File: src/rtl/stream_mux2_if.sv
// Handshake bundle for the 2:1 stream merger: two producer ports (A, B) and one consumer port.
// The merger attaches through "master"; the producer/consumer environment uses "slave".
interface stream_mux2_if #(parameter int WIDTH = 16);
   logic             a_valid;
   logic             a_ready;
   logic [WIDTH-1:0] a_data;
   logic             a_last;
   logic             b_valid;
   logic             b_ready;
   logic [WIDTH-1:0] b_data;
   logic             b_last;
   logic             out_valid;
   logic             out_ready;
   logic [WIDTH-1:0] out_data;
   logic             out_last;
   logic             out_sel;
   logic             busy;

   modport master (
      input  a_valid, a_data, a_last, b_valid, b_data, b_last, out_ready,
      output a_ready, b_ready, out_valid, out_data, out_last, out_sel, busy
   );

   modport slave (
      output a_valid, a_data, a_last, b_valid, b_data, b_last, out_ready,
      input  a_ready, b_ready, out_valid, out_data, out_last, out_sel, busy
   );
endinterface

File: src/rtl/stream_mux2.sv
// Two-input round-robin stream merger with optional packet lock and a registered output stage.
module stream_mux2 #(
   parameter int WIDTH = 16,
   parameter bit LOCK  = 1'b1
) (
   input logic          clk,
   input logic          reset,
   stream_mux2_if.master s
);

   typedef enum logic [1:0] {IDLE = 2'd0, GRANT_A = 2'd1, GRANT_B = 2'd2} state_t;

   state_t           state, state_nxt;
   logic             last_winner;          // 0 = A, 1 = B
   logic             load, pick_a, pick_b, grant_a, grant_b;
   logic             a_rdy, b_rdy, xfer_a, xfer_b;
   logic             out_valid_q, out_last_q, out_sel_q;
   logic [WIDTH-1:0] out_data_q;

   always_comb begin
      load      = ~out_valid_q | s.out_ready;
      // On a tie the channel that did not win last time goes first.
      pick_a    = s.a_valid & (~s.b_valid | last_winner);
      pick_b    = s.b_valid & (~s.a_valid | ~last_winner);
      grant_a   = (state == GRANT_A) | ((state == IDLE) & pick_a);
      grant_b   = (state == GRANT_B) | ((state == IDLE) & pick_b);
      a_rdy     = ~reset & load & grant_a;
      b_rdy     = ~reset & load & grant_b;
      xfer_a    = s.a_valid & a_rdy;
      xfer_b    = s.b_valid & b_rdy;
      state_nxt = state;
      if (LOCK) begin
         if (xfer_a)      state_nxt = s.a_last ? IDLE : GRANT_A;
         else if (xfer_b) state_nxt = s.b_last ? IDLE : GRANT_B;
      end
   end

   always_ff @(posedge clk) begin
      if (reset) begin
         state       <= IDLE;
         last_winner <= 1'b1;
      end else begin
         state <= state_nxt;
         if (xfer_a | xfer_b) last_winner <= xfer_b;
      end
   end

   // Output register only moves when it is empty or being drained, so a stall holds it.
   always_ff @(posedge clk) begin
      if (reset) begin
         out_valid_q <= 1'b0;
         out_data_q  <= '0;
         out_last_q  <= 1'b0;
         out_sel_q   <= 1'b0;
      end else if (load) begin
         out_valid_q <= xfer_a | xfer_b;
         if (xfer_a) begin
            out_data_q <= s.a_data;
            out_last_q <= s.a_last;
            out_sel_q  <= 1'b0;
         end else if (xfer_b) begin
            out_data_q <= s.b_data;
            out_last_q <= s.b_last;
            out_sel_q  <= 1'b1;
         end
      end
   end

   assign s.a_ready   = a_rdy;
   assign s.b_ready   = b_rdy;
   assign s.out_valid = out_valid_q;
   assign s.out_data  = out_data_q;
   assign s.out_last  = out_last_q;
   assign s.out_sel   = out_sel_q;
   assign s.busy      = (state != IDLE) | out_valid_q;

endmodule

File: src/flat_wrapper.sv
// flat-port wrapper written by rule: the top's interface ports become plain ports
module stream_mux2_flat 
#(
   parameter int WIDTH = 16,
   parameter bit LOCK  = 1'b1
)
  (clk, reset, s_a_valid, s_a_data, s_a_last, s_b_valid, s_b_data, s_b_last, s_out_ready, s_a_ready, s_b_ready, s_out_valid, s_out_data, s_out_last, s_out_sel, s_busy);
  stream_mux2_if #(.WIDTH(WIDTH)) s_i ();
  input logic clk;
  input logic reset;
  input wire logic [$bits(s_i.a_valid)-1:0] s_a_valid;
  input wire logic [$bits(s_i.a_data)-1:0] s_a_data;
  input wire logic [$bits(s_i.a_last)-1:0] s_a_last;
  input wire logic [$bits(s_i.b_valid)-1:0] s_b_valid;
  input wire logic [$bits(s_i.b_data)-1:0] s_b_data;
  input wire logic [$bits(s_i.b_last)-1:0] s_b_last;
  input wire logic [$bits(s_i.out_ready)-1:0] s_out_ready;
  output wire logic [$bits(s_i.a_ready)-1:0] s_a_ready;
  output wire logic [$bits(s_i.b_ready)-1:0] s_b_ready;
  output wire logic [$bits(s_i.out_valid)-1:0] s_out_valid;
  output wire logic [$bits(s_i.out_data)-1:0] s_out_data;
  output wire logic [$bits(s_i.out_last)-1:0] s_out_last;
  output wire logic [$bits(s_i.out_sel)-1:0] s_out_sel;
  output wire logic [$bits(s_i.busy)-1:0] s_busy;
  assign s_i.a_valid = s_a_valid;
  assign s_i.a_data = s_a_data;
  assign s_i.a_last = s_a_last;
  assign s_i.b_valid = s_b_valid;
  assign s_i.b_data = s_b_data;
  assign s_i.b_last = s_b_last;
  assign s_i.out_ready = s_out_ready;
  assign s_a_ready = s_i.a_ready;
  assign s_b_ready = s_i.b_ready;
  assign s_out_valid = s_i.out_valid;
  assign s_out_data = s_i.out_data;
  assign s_out_last = s_i.out_last;
  assign s_out_sel = s_i.out_sel;
  assign s_busy = s_i.busy;
  stream_mux2 #(.WIDTH(WIDTH), .LOCK(LOCK)) u_core (.clk(clk), .reset(reset), .s(s_i));
endmodule
File: config.mk
export PLATFORM = sky130hd
export DESIGN_NAME = stream_mux2_flat
export DESIGN_NICKNAME = d
export VERILOG_FILES = /design/src/rtl/stream_mux2_if.sv /design/src/rtl/stream_mux2.sv /design/src/flat_wrapper.sv
export SDC_FILE = /design/constraint.sdc
export NUM_CORES = 1
export LEC_CHECK = 0
export BUFFER_PORTS_ARGS = -buffer_cell sky130_fd_sc_hd__buf_2
export CORE_AREA = 5 5 56 58
export DETAILED_ROUTE_END_ITERATION = 7
export DIE_AREA = 0 0 61 63
export PLACE_DENSITY = 0.76
export REMOVE_ABC_BUFFERS = 1
export SYNTH_ARGS = -nofsm -noshare
export SYNTH_HDL_FRONTEND = slang
export SYNTH_SLANG_ARGS = --single-unit
File: constraint.sdc
create_clock -name clk -period 2.4 [get_ports clk]
set_clock_uncertainty 0.15 [all_clocks]
set_input_delay 0.12 -clock clk [delete_from_list [all_inputs] [get_ports clk]]
set_output_delay 0.12 -clock clk [all_outputs]
set_load 0.02 [all_outputs]
Yosys cells after proc, flatten, opt, wreduce, memory -nomap -nowiden
Index checks and enable logic that the tools add are counted.
W data, S select, Z words.
{ "totals": {"ff_bits": 22, "latchBits": 0, "mem_bits_rw": 0, "rom_bits": 0, "inputBits": 39, "out_inout_bits": 22, "word_cells": 43, "memories": 0} }
{ "op_classes": {"addsub": 0, "multipliers": 0, "div_mod_pow": 0, "order_cmp": 0, "eq_ne": 2, "n_shift": 0, "n_mux": 10, "bitwise": 21, "reduce_logical": 4} }
{ "ops": {"columns": ["op", "count"], "rows": [
  ["$mux W16", 2],
  ["$and A1 B1 Y1", 9],
  ["$or A1 B1 Y1", 7],
  ["$mux W2", 3],
  ["$mux W1", 5],
  ["$not A1 Y1", 5],
  ["$reduce_bool A2 Y1", 2],
  ["$eq A2 B1 Y1 const B", 1],
  ["$eq A2 B2 Y1 const B", 1],
  ["$logic_not A2 Y1", 1],
  ["$reduce_and A2 Y1", 1]
]} }

Depth between registers and ports, before layout
Gate-level depths: netlist (run 1).
{ "depth": {"depth_word": 9, "mapped_depth": 7, "ltp_nobuf": 4} }

Least setup slack after synthesis (run 1)
OpenSTA, ideal clock, no wires.
{ "synth_path": {"path_type": "flip-flop to output port", "from": "register u_core.out_valid_q (netlist: u_core.s.out_valid)", "to": "output port s_a_ready", "t_arrival_ns": 1.764, "t_required_ns": 2.130, "path_slack_ns": 0.366, "path_stages_with_launch": 4, "path_buffers": 1, "path_cell_list": "dfxtp_1 nor2b_4 buf_6 a2111oi_0"} }
{ "synth_between": {"elab_chain_cells": 4} }
{ "synth_lines": {"columns": ["element", "line", "source"], "rows": [
  ["start, declared", "stream_mux2.sv:17", "logic out_valid_q, out_last_q, out_sel_q;"],
  ["start signal, assigned", "stream_mux2.sv:56", "out_valid_q <= xfer_a | xfer_b;"],
  ["$not A1 Y1", "stream_mux2.sv:21", "load = ~out_valid_q | s.out_ready;"],
  ["$or A1 B1 Y1", "stream_mux2.sv:21", null],
  ["$and A1 B1 Y1 (2 in a row)", "stream_mux2.sv:27", "a_rdy = ~reset & load & grant_a;"],
  ["end, declared", "flat_wrapper.sv:18", "output wire logic [$bits(s_i.a_ready)-1:0] s_a_ready;"]
]} }
No other way between the ends.

Worst setup path in the final report (run 1)
{ "layout_path": {"from": "register u_core.out_valid_q (netlist: u_core.s.out_valid)", "to": "register u_core.out_data_q[5] (netlist: u_core.s.out_data[5])"} }
{ "layout_between": {"elab_chain_cells": 7, "word_cells_on_any_way": 10, "cone_classes": "1 x mux; 7 x bitwise; 2 x reduce/logical"} }
{ "layout_lines": {"columns": ["element", "line", "source"], "rows": [
  ["$not A1 Y1 (*)", "stream_mux2.sv:21", null],
  ["$or A1 B1 Y1 (*)", "stream_mux2.sv:21", null],
  ["$and A1 B1 Y1", "stream_mux2.sv:27, stream_mux2.sv:28", null],
  ["$and A1 B1 Y1 (on tied branches)", "stream_mux2.sv:28, stream_mux2.sv:27", null],
  ["$and A1 B1 Y1 (on tied branches)", "stream_mux2.sv:30, stream_mux2.sv:29", null],
  ["$reduce_bool A2 Y1 (no source line)", null, null],
  ["$reduce_and A2 Y1 (no source line)", null, null],
  ["end signal, assigned", "stream_mux2.sv:58", "out_data_q <= s.a_data;"],
  ["end signal, assigned", "stream_mux2.sv:62", "out_data_q <= s.b_data;"],
  ["end, declared", "stream_mux2.sv:18", "logic [WIDTH-1:0] out_data_q;"]
]} }
Mark *: on every way between the ends. The rest lies on a longest branch, timed or not.
A chain may end at the register's enable or synchronous reset.

==> results_dict.tcl, run 1 <==
set metrics [dict create \
    pwr-share-clk 0.285 \
    wl_mm 3.32 \
    synth_top_area_share 0.414 \
    finalHoldViolCount 1 \
    first_pass_iters 5 \
    synthTopCellsByArea "dfxtp_1 41%, a311oi_1 14%, nand2_1 12%" \
    maxCapViolations 0 \
    synth_commonest_cells "35 x nand2_1, 22 x dfxtp_1, 21 x nor2_1, 17 x a311oi_1" \
    vias 1282 \
    register_area_um2 440 \
    cts_sinks 22 \
    worstSetupPathType "reg -> reg" \
    crit_required_ps 2510 \
    worst_slew_pin_slew_ps 392 \
    ys_ff_latch 22 \
    clkTransAtPathRegs_ps 130 \
    yosys_most_used_dff "dfxtp_1" \
    met3_usage 0.0475 \
    drive_above_1_share 0.341 \
    antenna_found_initial 0 \
    status "complete, but fails checks" \
    crit_path_cell_trace "nor2b_4 -> nor4_4 -> buf_6 -> nand2_1 -> a311oi_1 -> dlygate4sd3_1" \
    num_antenna_cells 0 \
    swShare 0.290 \
    p_switching_mw 0.290 \
    grt_pass1_vias 1244 \
    htree_levels 1 \
    grt_use_met1 0.231 \
    setup_viol 0 \
    cts_tree "done" \
    n_fill_cell 198 \
    clock_path_buffers 2 \
    holdWs_ps -0.811 \
    drt_iter0_markers 38 \
    grt_pass1_wl_mm 5.37 \
    nNetsFinal 260 \
    critPathMaxStageDelay_ps 580 \
    yosysWarnings 0 \
    cp_slowest_cell "dlygate4sd3_1" \
    yosysMostFrequentCell "nand2_1" \
    rsz0062_at_grt "no" \
    die_w_um 61 \
    min_path_type "in -> reg" \
    viasPerCell 5.11 \
    seq_power_share 0.417 \
    io_pins 61 \
    gp_congestion 0.851 \
    grt_busiest_layer "met2" \
    netlist_area_um2 1060 \
    violations "negative hold slack" \
    synth_top_area_cell "dfxtp_1" \
    slew_headroom 0.737 \
    grt-ovfl-total 0 \
    dp_slack_ps 658 \
    final_max_slew_viol_count 0 \
    initial_core_util 0.407 \
    track_usage 0.176 \
    drc 0 \
    leakagePower_nw 0.848 \
    syn_avg_cell_area_um2 8.38 \
    finalCritPeriodShare 0.945 \
    antenna_left 0 \
    clk_latency_ps 310 \
    netlist_instances 127 \
    grt_max_degree 20 \
    dieArea_um2 3840 \
    power_per_cell_area_nw_per_um2 568 \
    synth_cell_type_count 25 \
    endpoint_kind "flop" \
    start_kind "flop" \
    wire_per_inst_um 13.2 \
    p_comb_frac 0.298 \
    io_buffers 60 \
    yosysSeqAreaShare 0.414 \
    finalCriticalPeriod_ps 2270 \
    crit_fanout 13 \
    p_int_mw 0.711 \
    area_growth_pct 65.6 \
    finalWorstSetupSlack_ps 131 \
    fin_setup_tns_ps 0 \
    coreArea_um2 2620 \
    multiInputGateArea_um2 538 \
    fmaxAchievable_mhz 441 \
    synthArstFlopShare 0 \
    cp.arrival_ps 2370 \
    rows 19 \
    ctsRootBufferMaster "clkbuf_4" \
    grt_use_met2 0.278 \
    synth_edf_count 0 \
    hpwl_mm 2.14 \
    ir_drop_mv 0.490 \
    die_height_um 63 \
    cts_buffers 3 \
]
==> placed cells by master, fill, tap and decap left out <==
| master | instances |
|---|---|
| a21oi_1 | 2 |
| buf_4 | 4 |
| dlygate4sd3_1 | 34 |
| nor4_1 | 1 |
| nand2_1 | 35 |
| inv_1 | 3 |
| nor3b_2 | 1 |
| nor3_1 | 2 |
| nor2_1 | 21 |
| buf_6 | 1 |
| or4_4 | 1 |
| o22a_1 | 1 |
| o31ai_1 | 1 |
| o21ai_0 | 1 |
| bufinv_16 | 1 |
| nor2b_4 | 1 |
| a311oi_1 | 17 |
| dfxtp_1 | 22 |
| a2111oi_0 | 2 |
| a211oi_4 | 1 |
| buf_2 | 60 |
| or3_1 | 1 |
| o311ai_0 | 1 |
| nand2b_4 | 1 |
| nor4_4 | 1 |
| nand2b_1 | 1 |
| clkbuf_4 | 3 |
==> final cells by class <==
type,instances,share of cell area
tap,31,0.0220
multi-input combinational,92,0.305
inverter,3,0.00639
clock buffer,3,0.0128
timing repair buffer,99,0.387
sequential,22,0.250
clock inverter,1,0.0170
==> routing by layer <==
layer / wire, µm / up-vias
met2: 1620 / 52
met3: 288 / 4
li1: - / 635
met4: 38 / 0
met1: 1370 / 591
met5: 0 / -
==> cell families (layout without fill, tap and decap cells) <==
| logic type | after synthesis | count (layout) | share of synthesized area |
|---|---|---|---|
| AO/OA/AOI/OAI | 26 | 26 | 0.213 |
| buffers and inverters | 13 | 106 | 0.0811 |
| flip-flops | 22 | 22 | 0.414 |
| AND/OR/NAND/NOR | 66 | 66 | 0.293 |
==> path summary, 6_finish.rpt <==
check | startpoint | endpoint | slack (ps) | cells after the start
max | u_core.s.out_valid | u_core.s.out_data[5] | 130 | 6
min | s_out_ready | u_core.s.out_valid | -0.8 | 4
max reg2reg | u_core.s.out_valid | u_core.s.out_data[5] | 130 | 6
min reg2reg | u_core.s.out_sel | u_core.s.out_sel | 360 | 2
==> per-stage QoR <==
| step | util | hold WS (ps) | total power [mW] | area [µm²] | std cells |
|---|---|---|---|---|---|
| after floorplan | - | 41.9 | 0.559 | 990 | 117 |
| after global placement | 0.520 | 213 | 0.653 | 1360 | 212 |
| after detailed placement | 0.520 | 205 | 0.659 | 1360 | 212 |
| after CTS | 0.670 | 6.33 | 0.999 | 1750 | 250 |
| after global routing | 0.674 | 29.2 | 1.05 | 1760 | 251 |
| final | 0.674 | -0.811 | 1.00 | 1760 | 251 |
==> worst max-delay path, delay by kind of cell (launching register included) <==
family / cells / cell delay, ps
buffers and inverters: 2 / 800
AND/OR/NAND/NOR: 3 / 640
flip-flops: 1 / 340
AO/OA/AOI/OAI: 1 / 280
==> registers in the layout (all words and copies together) (netlist names) <==
register,count
u_core.s.out_data,16
u_core.state,2
u_core.last_winner,1
u_core.s.out_last,1
u_core.s.out_sel,1
u_core.s.out_valid,1
==> power groups by stage <==
stage                     Clock, mW  Sequential [mW]  Combinational (mW)
after floorplan                   0            0.459               0.100
after global placement            0            0.423               0.230
after detailed placement          0            0.423               0.235
after CTS                     0.293            0.416               0.291
after global routing          0.303            0.421               0.326
final                         0.285            0.417               0.298
==> what timing repair did <==
item,CTS,global route
buffers inserted,0,1
resized for setup,0,1
hold endpoints to repair,19,0
hold buffers,34,0
endpoints found under the setup margin,0,11
Note: power is estimated with default switching activity, not from simulation.
==> run 2, diff against run 1 <==
==> constraint.sdc (replaced) <==
create_clock -name clk -period 2.4 [get_ports clk]
set_clock_uncertainty 0.15 [all_clocks]
set_input_delay 0.72 -clock clk [delete_from_list [all_inputs] [get_ports clk]]
set_output_delay 0.72 -clock clk [all_outputs]
set_load 0.02 [all_outputs]
==> results_dict.tcl, run 2 (synthesis gave the netlist of run 1 again) <==
set metrics [dict create \
    swShare 0.328 \
    htree_levels 1 \
    dieArea_um2 3840 \
    rsz0062_at_grt "yes" \
    crit_required_ps 1530 \
    drc 0 \
    cts_sinks 22 \
    leakagePower_nw 0.691 \
    crit_fanout 2 \
    dpl_cell_area_um2 1380 \
    dp_slack_ps -24.8 \
    rows 19 \
    grt_pass1_wl_mm 4.61 \
    worst_slew_pin_slew_ps 352 \
    initial_core_util 0.407 \
    antenna_found_initial 0 \
    p_switching_mw 0.274 \
    first_pass_iters 4 \
    io_buffers 60 \
    cts_buffers 3 \
    coreArea_um2 2620 \
    ff2ff_path_depth 5 \
    final_cell_mix "58 x buf_2, 34 x nand2_1, 21 x nor2_1, 21 x dfxtp_1, 17 x a311oi_1" \
    finalCritPeriodShare 0.995 \
    die_w_um 61 \
    largest_reg_flops 16 \
    wl_mm 2.96 \
    min_path_type "reg -> reg" \
    drt_iter0_markers 21 \
    gp_congestion 0.764 \
    final_util 0.560 \
    p_comb_frac 0.301 \
    nNetsFinal 230 \
    area_growth_pct 37.5 \
    endpoint_kind "output port" \
    wire_per_inst_um 13.5 \
    grt-ovfl-total 0 \
    ir_drop_mv 0.336 \
    vias 1135 \
    drive_above_1_share 0.450 \
    antenna_left 0 \
    num_antenna_cells 0 \
    start_kind "input port" \
    clock_path_buffers 2 \
    track_usage 0.155 \
    grt_max_degree 38 \
    fmaxAchievable_mhz 419 \
    holdBufCountCts 0 \
    slew_headroom 0.759 \
    finalCriticalPeriod_ps 2390 \
    clk_latency_ps 300 \
    finalHoldViolCount 0 \
    whs_path_depth 2 \
    clkTransAtPathRegs_ps 110 \
    ctsRootBufferMaster "clkbuf_4" \
    p_int_mw 0.562 \
    maxCapViolations 0 \
    finalInstanceArea_um2 1460 \
    io_pins 61 \
    grt_pass1_vias 1128 \
    finalWorstSetupSlack_ps 11.7 \
    setup_viol 0 \
    pwr-share-clk 0.200 \
    finalPower_mw 0.836 \
    final_max_slew_viol_count 0 \
    status "finished, final reports clean" \
    seq_power_share 0.500 \
    n_fill_cell 256 \
    cts_tree "done" \
    viasPerCell 5.16 \
    cp.arrival_ps 1520 \
    power_per_cell_area_nw_per_um2 571 \
    die_height_um 63 \
    final_common_cell "buf_2" \
    worstSetupPathType "in -> out" \
    hpwl_mm 2.20 \
]
## run 2: timing repair
item                       in CTS  in global routing
setup buffers                   0                  2
setup endpoints to repair       1                  2
gates resized for setup         0                 13
pin swaps                       1                  4
hold endpoints to repair        0                  0
## run 2: power groups by stage
stage	Clock (mW)	Sequential, mW	Combinational [mW]
after floorplan	0	0.459	0.100
after global placement	0	0.423	0.230
after detailed placement	0	0.423	0.240
after CTS	0.171	0.416	0.240
after global routing	0.191	0.422	0.274
final	0.167	0.418	0.251
## run 2: worst paths after layout
| kind | startpoint | endpoint | slack, ps |
|---|---|---|---|
| min | u_core.s.out_data[13] | u_core.s.out_data[13] | 350 |
| max reg2reg | u_core.s.out_valid | u_core.state[0] | 610 |
| max | s_a_valid | s_b_ready | 10 |
| min reg2reg | u_core.s.out_data[13] | u_core.s.out_data[13] | 350 |
## run 2: area by class of cell
class,count,area [µm²],area share
Tap cell,31,38.8,0.0265
Multi-Input combinational cell,92,566,0.386
Timing Repair Buffer,69,384,0.262
Sequential cell,22,442,0.302
Inverter,3,11.3,0.00769
Clock buffer,3,22.5,0.0154
## run 2: metrics by stage
| step | std cells | TNS [ps] | hold slack (ps) |
|---|---|---|---|
| 2_1_floorplan | 117 | -424 | 369 |
| 3_3_place_gp | 215 | 0 | 329 |
| 3_5_place_dp | 215 | -24.8 | 339 |
| 4_1_cts | 218 | 0 | 356 |
| 5_1_grt | 220 | -34.5 | 371 |
| 6_report | 220 | 0 | 351 |
## run 2: metal layers
layer	vias up	part of all wire	track usage
met5	-	0	0
met1	510	0.40	0.183
met3	6	0.093	0.0372
met2	45	0.49	0.259
met4	0	0.021	0.0623
li1	574	-	-
## run 2: critical path, cell delays in order
cell and delay (ps):
buf_6 100, buf_6 110, nand2_4 60, a21oi_2 70, nor4_2 250, buf_2 210
==> run 3, diff against run 2 <==
--- a/config.mk
+++ b/config.mk
@@ -9,6 +9,7 @@
 export CORE_AREA = 5 5 56 58
 export DETAILED_ROUTE_END_ITERATION = 7
 export DIE_AREA = 0 0 61 63
+export MAX_ROUTING_LAYER = met4
 export PLACE_DENSITY = 0.76
 export REMOVE_ABC_BUFFERS = 1
 export SYNTH_ARGS = -nofsm -noshare
==> results_dict.tcl, run 3 (synthesis gave the netlist of run 1 again) <==
set metrics [dict create \
    status "finished, final reports clean" \
    worst_slew_pin_slew_ps 353 \
    fin_setup_tns_ps 0 \
    coreArea_um2 2620 \
    setup_viol 0 \
    start_kind "input port" \
    track_usage 0.159 \
    holdWs_ps 353 \
    finalCriticalPeriod_ps 2390 \
    grt_pass1_vias 1127 \
    first_pass_iters 4 \
    worstSetupPathType "in -> out" \
    hpwl_mm 2.20 \
    cts_sinks 22 \
    fmaxAchievable_mhz 419 \
    rows 19 \
    cp.arrival_ps 1520 \
    maxCapViolations 0 \
    ir_drop_mv 0.336 \
    grt_pass1_wl_mm 4.61 \
    rsz0062_at_grt "yes" \
    grt_max_degree 38 \
    die_height_um 63 \
    finalCritPeriodShare 0.995 \
    n_fill_cell 256 \
    clock_path_buffers 2 \
    io_pins 61 \
    cp-endpoint "s_b_ready" \
    largest_reg_flops 16 \
    drt_iter0_markers 23 \
    clkTransAtPathRegs_ps 120 \
    grt-ovfl-total 0 \
    drc 0 \
    crit_required_ps 1530 \
    finalInstanceArea_um2 1460 \
    final_common_cell "buf_2" \
    die_w_um 61 \
    power_per_cell_area_nw_per_um2 572 \
    reg2reg_from "u_core.s.out_valid" \
    leakagePower_nw 0.691 \
    dpl_cell_area_um2 1380 \
    initial_core_util 0.407 \
    ff2ff_path_depth 5 \
    drive_above_1_share 0.450 \
    wl_mm 2.99 \
    worstSetupStartpoint "s_a_valid" \
    htree_levels 1 \
    ctsRootBufferMaster "clkbuf_4" \
    r2r_setup_slack_ps 610 \
    final_util 0.560 \
    finalHoldViolCount 0 \
    io_buffers 60 \
    clk_latency_ps 300 \
    crit_fanout 2 \
    min_path_type "reg -> reg" \
    nNetsFinal 230 \
    cts_tree "done" \
    num_antenna_cells 0 \
    cts_buffers 3 \
    final_cell_mix "58 x buf_2, 34 x nand2_1, 21 x nor2_1, 21 x dfxtp_1, 17 x a311oi_1" \
    gp_congestion 0.774 \
    slew_headroom 0.759 \
    final_max_slew_viol_count 0 \
    area_growth_pct 37.5 \
    vias 1142 \
    wire_per_inst_um 13.6 \
    dieArea_um2 3840 \
    antenna_found_initial 0 \
    viasPerCell 5.19 \
    r2r_end "u_core.state[0]" \
    endpoint_kind "output port" \
    antenna_left 0 \
]
## run 3: cell counts in the layout (fill, tap and decap cells not counted)
No cell type changed its count.
## run 3: worst min-delay path by stage
stage	start	end	slack, ps	cells past startpoint
floorplan	u_core.state[1]	u_core.state[1]	370	2
global placement	u_core.s.out_sel	u_core.s.out_sel	330	2
detailed placement	u_core.s.out_data[13]	u_core.s.out_data[13]	340	2
CTS	u_core.s.out_data[13]	u_core.s.out_data[13]	360	2
global route	u_core.s.out_data[14]	u_core.s.out_data[14]	370	2
finish	u_core.s.out_data[13]	u_core.s.out_data[13]	350	2
## run 3: worst max-delay path, cell delays in order
cell	delay, ps
buf_6	100
buf_6	110
nand2_4	60
a21oi_2	70
nor4_2	250
buf_2	210
## run 3: timing repair
action / 4_1_cts / 5_1_grt
gates resized for setup: 0 / 13
buffers inserted: 0 / 2
endpoints found under the setup margin: 1 / 2
hold buffers: 0 / 0
pin swaps: 1 / 4
## run 3: area by class of cell
class                           count  area [µm²]  area share
Multi-Input combinational cell     92         566       0.386
Sequential cell                    22         442       0.302
Timing Repair Buffer               69         384       0.262
Tap cell                           31        38.8      0.0265
Clock buffer                        3        22.5      0.0154
Inverter                            3        11.3     0.00769
## run 3: where the power goes
group | switching [mW] | internal (mW)
Combinational | 0.147 | 0.105
Clock | 0.109 | 0.0585
Sequential | 0.0197 | 0.398
## run 3: routing by layer
metal,track usage,part of all wire,wire length [µm]
met5,-,0,0
met4,0.0623,0.021,63
met3,0.0248,0.072,215
met2,0.259,0.48,1440
met1,0.191,0.43,1270
## run 3: metrics by stage
| step | total power [mW] | setup WS, ps | cells |
|---|---|---|---|
| final | 0.837 | 11.5 | 220 |
| after global routing | 0.887 | -34.5 | 220 |
| after CTS | 0.827 | 7.46 | 218 |
| after detailed placement | 0.663 | -24.8 | 215 |
| after global placement | 0.654 | 29.9 | 215 |
| after floorplan | 0.559 | -424 | 117 |
